File: src/rtl/pwm_pkg.sv
// Shared PWM width, duty type and period length for the pwm_gen block.
package pwm_pkg;

    localparam int PWM_WIDTH  = 11;
    typedef logic [PWM_WIDTH-1:0] pwm_duty_t;
    localparam int PWM_PERIOD = 2**PWM_WIDTH;

endpackage

File: src/rtl/pwm_counter.sv
// Free-running WIDTH-bit period counter; o_wrap flags the last count of the period.
module pwm_counter #(
    parameter int WIDTH = 11
) (
    input  logic             clk,
    input  logic             rst_n,
    output logic [WIDTH-1:0] o_cnt,
    output logic             o_wrap
);

    logic [WIDTH-1:0] r_cnt;

    always_ff @(posedge clk or negedge rst_n) begin
        if (!rst_n) begin
            r_cnt <= '0;
        end else begin
            // Natural overflow wraps all-ones back to zero with no idle cycle.
            r_cnt <= r_cnt + WIDTH'(1);
        end
    end

    assign o_cnt  = r_cnt;
    assign o_wrap = &r_cnt;

endmodule

File: src/rtl/pwm_gen.sv
// Fixed-period PWM: output registered high for duty+1 clocks of every 2^WIDTH-clock period.
// Define PWM_SYNC_UPDATE_EN to latch duty only at period boundaries (glitch-free updates).
module pwm_gen
    import pwm_pkg::*;
#(
    parameter int WIDTH = PWM_WIDTH
) (
    input  logic             clk,
    input  logic             rst_n,
    input  logic [WIDTH-1:0] duty,
    output logic             PWM_sig
);

    logic [WIDTH-1:0] w_cnt;
    logic             w_wrap;
    logic [WIDTH-1:0] w_duty_eff;

    pwm_counter #(
        .WIDTH (WIDTH)
    ) u_counter (
        .clk    (clk),
        .rst_n  (rst_n),
        .o_cnt  (w_cnt),
        .o_wrap (w_wrap)
    );

`ifdef PWM_SYNC_UPDATE_EN
    logic             r_period_start;
    logic [WIDTH-1:0] r_duty_q;

    // r_period_start mirrors cnt==0: set out of reset, then follows the wrap flag.
    always_ff @(posedge clk or negedge rst_n) begin
        if (!rst_n) begin
            r_period_start <= 1'b1;
            r_duty_q       <= '0;
        end else begin
            r_period_start <= w_wrap;
            if (r_period_start) begin
                r_duty_q <= duty;
            end
        end
    end

    assign w_duty_eff = r_period_start ? duty : r_duty_q;
`else
    logic w_unused_wrap;

    assign w_unused_wrap = w_wrap;
    assign w_duty_eff    = duty;
`endif

    always_ff @(posedge clk or negedge rst_n) begin
        if (!rst_n) begin
            PWM_sig <= 1'b0;
        end else begin
            PWM_sig <= (w_cnt <= w_duty_eff);
        end
    end

endmodule

File: config.mk
export PLATFORM = sky130hd
export DESIGN_NAME = pwm_gen
export DESIGN_NICKNAME = d
export VERILOG_FILES = /design/src/rtl/pwm_pkg.sv /design/src/rtl/pwm_counter.sv /design/src/rtl/pwm_gen.sv
export SDC_FILE = /design/constraint.sdc
export NUM_CORES = 1
export LEC_CHECK = 0
export ABC_AREA = 1
export BUFFER_PORTS_ARGS = -buffer_cell sky130_fd_sc_hd__buf_2
export CAP_MARGIN = 20
export CORE_AREA = 2 2 52 64
export DETAILED_ROUTE_END_ITERATION = 10
export DIE_AREA = 0 0 54 66
export PLACE_DENSITY = 0.46
export SLEW_MARGIN = 10
export SYNTH_ARGS = -nofsm -noshare
export SYNTH_HDL_FRONTEND = slang
export SYNTH_HIERARCHICAL = 1
export SYNTH_SLANG_ARGS = --single-unit
File: constraint.sdc
create_clock -name clk -period 1.6 [get_ports clk]
set_input_delay 0.48 -clock clk [delete_from_list [all_inputs] [get_ports clk]]
set_output_delay 0.48 -clock clk [all_outputs]
set_load 0.05 [all_outputs]
* Word level (Yosys, flattened, before mapping) *
Index checks and enable logic that the tools add are counted.

word-level totals
  register bits after elaboration = 12
  output and inout port bits = 1
  word-level logic and storage cells = 4
  input bits = 13

cells by class
  $add $sub $neg = 1
  magnitude comparators = 1

operators with widths
  cell                                           number
  adder 11 x 1 -> 11 bit, second input constant  1
  <= comparator 11 bit                           1

* Longest topological paths before layout *
  word-level depth = 1
  depth in mapped cells = 9
  mapped depth without buffers = 9

* Modules after synthesis *
Netlist, hierarchy kept.

by module, submodules not included
  module       cells each  times used  area an instance (µm²)  sequential area each (µm²)
  pwm_counter  60          1           519.2                   275.3
  pwm_gen      56          1           344.1                   25.0

* Least setup slack after synthesis *
OpenSTA, ideal clock, no wires.

  kind = input to register
  start point = input duty[8]
  end point = register PWM_sig
  setup slack = 0.305 ns
  required time = 1.483 ns
  stages = 9
  data arrival time = 1.178 ns
  cell sequence = inv_1 ha_1 nand2_1 inv_1 nand2_2 nor2_2 nand2_1 nand3_1 nand2_1

between the ends
  longest elaborated chain between the ends = 1

ends and longest elaborated chain
  what                  RTL line       RTL
  start, declared       pwm_gen.sv:10  input logic [WIDTH-1:0] duty,
  <= comparator 11 bit  pwm_gen.sv:56  PWM_sig <= (w_cnt <= w_duty_eff);
  end signal, assigned  pwm_gen.sv:56
  end, declared         pwm_gen.sv:11  output logic PWM_sig

No other way between the ends.

* Worst setup path after layout *
  start point = register PWM_sig
  end point = output PWM_sig

No word-level cell between the ends.

==> results.tsv <==
metric	value	unit
status	finished clean	
drv_cap	0	
setup-tns-final	0	ns
synthCells	115	
required	1.12	ns
nets	158	
hold_viol	0	
grt_max_degree	13	
p_leak	0.5797	nW
period_share	0.8379	
die_w	54	um
path_buf_inv	1	
post_cts_buffers	0	
drt_iter0_drc	6	
slew_headroom	0.8048	
worstPathMaxFanout	1	
hpwlAfterDp	1370	um
p_per_area	596.9	mW/mm^2
synthesis.area	859.6	sq um
crit_family	flip-flops	
clk_latency	0.27	ns
grt.overflow.total	0	
num_rows	22	
drt-total-wl	1616	um
cp.arrival	0.86	ns
routedWlPerCell	9.619	um
tightest_slew	0.2927	ns
routed-via-count	718	
fp.coreArea	0.002973	sq mm
drcViolationCount	0	
synth_nets	140	
slowest_stage	dfrtp_1	
vdd_drop_max	368.1	uV
place_area	969.7	sq um
place_congestion	0.6866	
ctsHoldBuffers	0	
rsz0062_at_grt	no	
timing.final.crit_period	1.341	ns
drive_above_1_share	0.1894	
cts_tree	built	
die_area	0.003564	sq mm
max_freq	745.9	MHz
initial_utilization	0.2891	
synth.avg_cell_area	7.475	sq um
fp.dieH	66	um
skew	0.0006435	ns
clockBufferDepth	2	
clkSinkCount	12	
htree_levels	1	
antenna_found_initial	0	
grt_pass1_vias	696	
yosys_warnings	6	
grt.total_usage	0.1079	
syn_to_final_growth	17.03	%
worstPathCellList	buf_2	
worst_hold_slack	0.08043	ns
ant_nets	0	
viasPerCell	4.274	
drt_first_pass_iters	4	
place_ws	0.1300	ns
clk_pin_slew	0.08	ns
pin_count	14	
crit_path_end_kind	output pin	
setup_viol	0	
fin_ws	0.2593	ns
critical_path.max_stage_delay	0.34	ns
clock-root-buffer	clkbuf_4	
io_buffers	13	
crit_type	reg2out	
cts_resized	0	
hp-class	in2async	
grt_pass1_wl	2822	um
cts_buffers	3	
final_cell_area	0.001006	sq mm
num_antenna_cells	0	
startpoint_type	register	
slew_viol_final	0	
[registers in the layout, indices dropped and copies added (netlist names)]
name,flops
PWM_sig,1
u_counter/o_cnt,11
[per-stage QoR]
step | util | cells | power, mW
2_1_floorplan | - | 115 | 0.3363
3_3_place_gp | 0.3262 | 164 | 0.3608
3_5_place_dp | 0.3262 | 164 | 0.3641
4_1_cts | 0.3384 | 168 | 0.6145
5_1_grt | 0.3384 | 168 | 0.6323
6_report | 0.3384 | 168 | 0.6005
[cell usage in the layout, fill, tap and decap left out]
| master | count |
|---|---|
| clkbuf_4 | 3 |
| buf_2 | 13 |
| nand2_2 | 2 |
| nand4_1 | 1 |
| clkbuf_8 | 1 |
| nor2_1 | 6 |
| nand2_1 | 36 |
| xor2_1 | 3 |
| nand3_1 | 5 |
| ha_1 | 12 |
| nor2_2 | 1 |
| nand3b_1 | 1 |
| a21oi_1 | 3 |
| inv_1 | 27 |
| o21ai_0 | 1 |
| nor2_4 | 2 |
| nand3_2 | 2 |
| dfrtp_1 | 12 |
| inv_2 | 1 |
[final cells by class]
class                   instances  area (sq um)
fillers                       329          1967
multi-input cells              75         454.2
flip-flops and latches         12         300.3
inverters                      28         105.1
repair buffers                 13         65.06
well taps                      36         45.04
clock buffers                   4         36.28
[final timing paths]
check,to,start,slack (ns),cells after the start
min in group clk,u_counter/o_cnt[10],u_counter/o_cnt[10],0.50,2
max in group asynchronous,u_counter/o_cnt[1],rst_n,1.29,1
worst max-delay path,PWM_sig,PWM_sig,0.26,1
worst max register to register,PWM_sig,u_counter/o_cnt[6],0.29,8
worst min register to register,u_counter/o_cnt[10],u_counter/o_cnt[10],0.50,2
worst min-delay path,u_counter/o_cnt[4],rst_n,0.08,1
[power by group]
group	internal, mW	switching, mW	leakage [nW]
combinational	0.0230	0.0300	0.411
sequential	0.303	0.000110	0.148
clock	0.138	0.106	0.0210
[routing by layer]
metal / vias to the layer above / wire (um) / global-route usage / share of wire
met5: - / 0 / 0 / 0
met4: 0 / 12 / 0.03750 / 0.0074
met3: 2 / 41 / 0.02036 / 0.025
met2: 6 / 897 / 0.1860 / 0.56
met1: 327 / 664 / 0.1299 / 0.41
li1: 383 / - / - / -
Note: power is estimated with default switching activity, not from simulation.
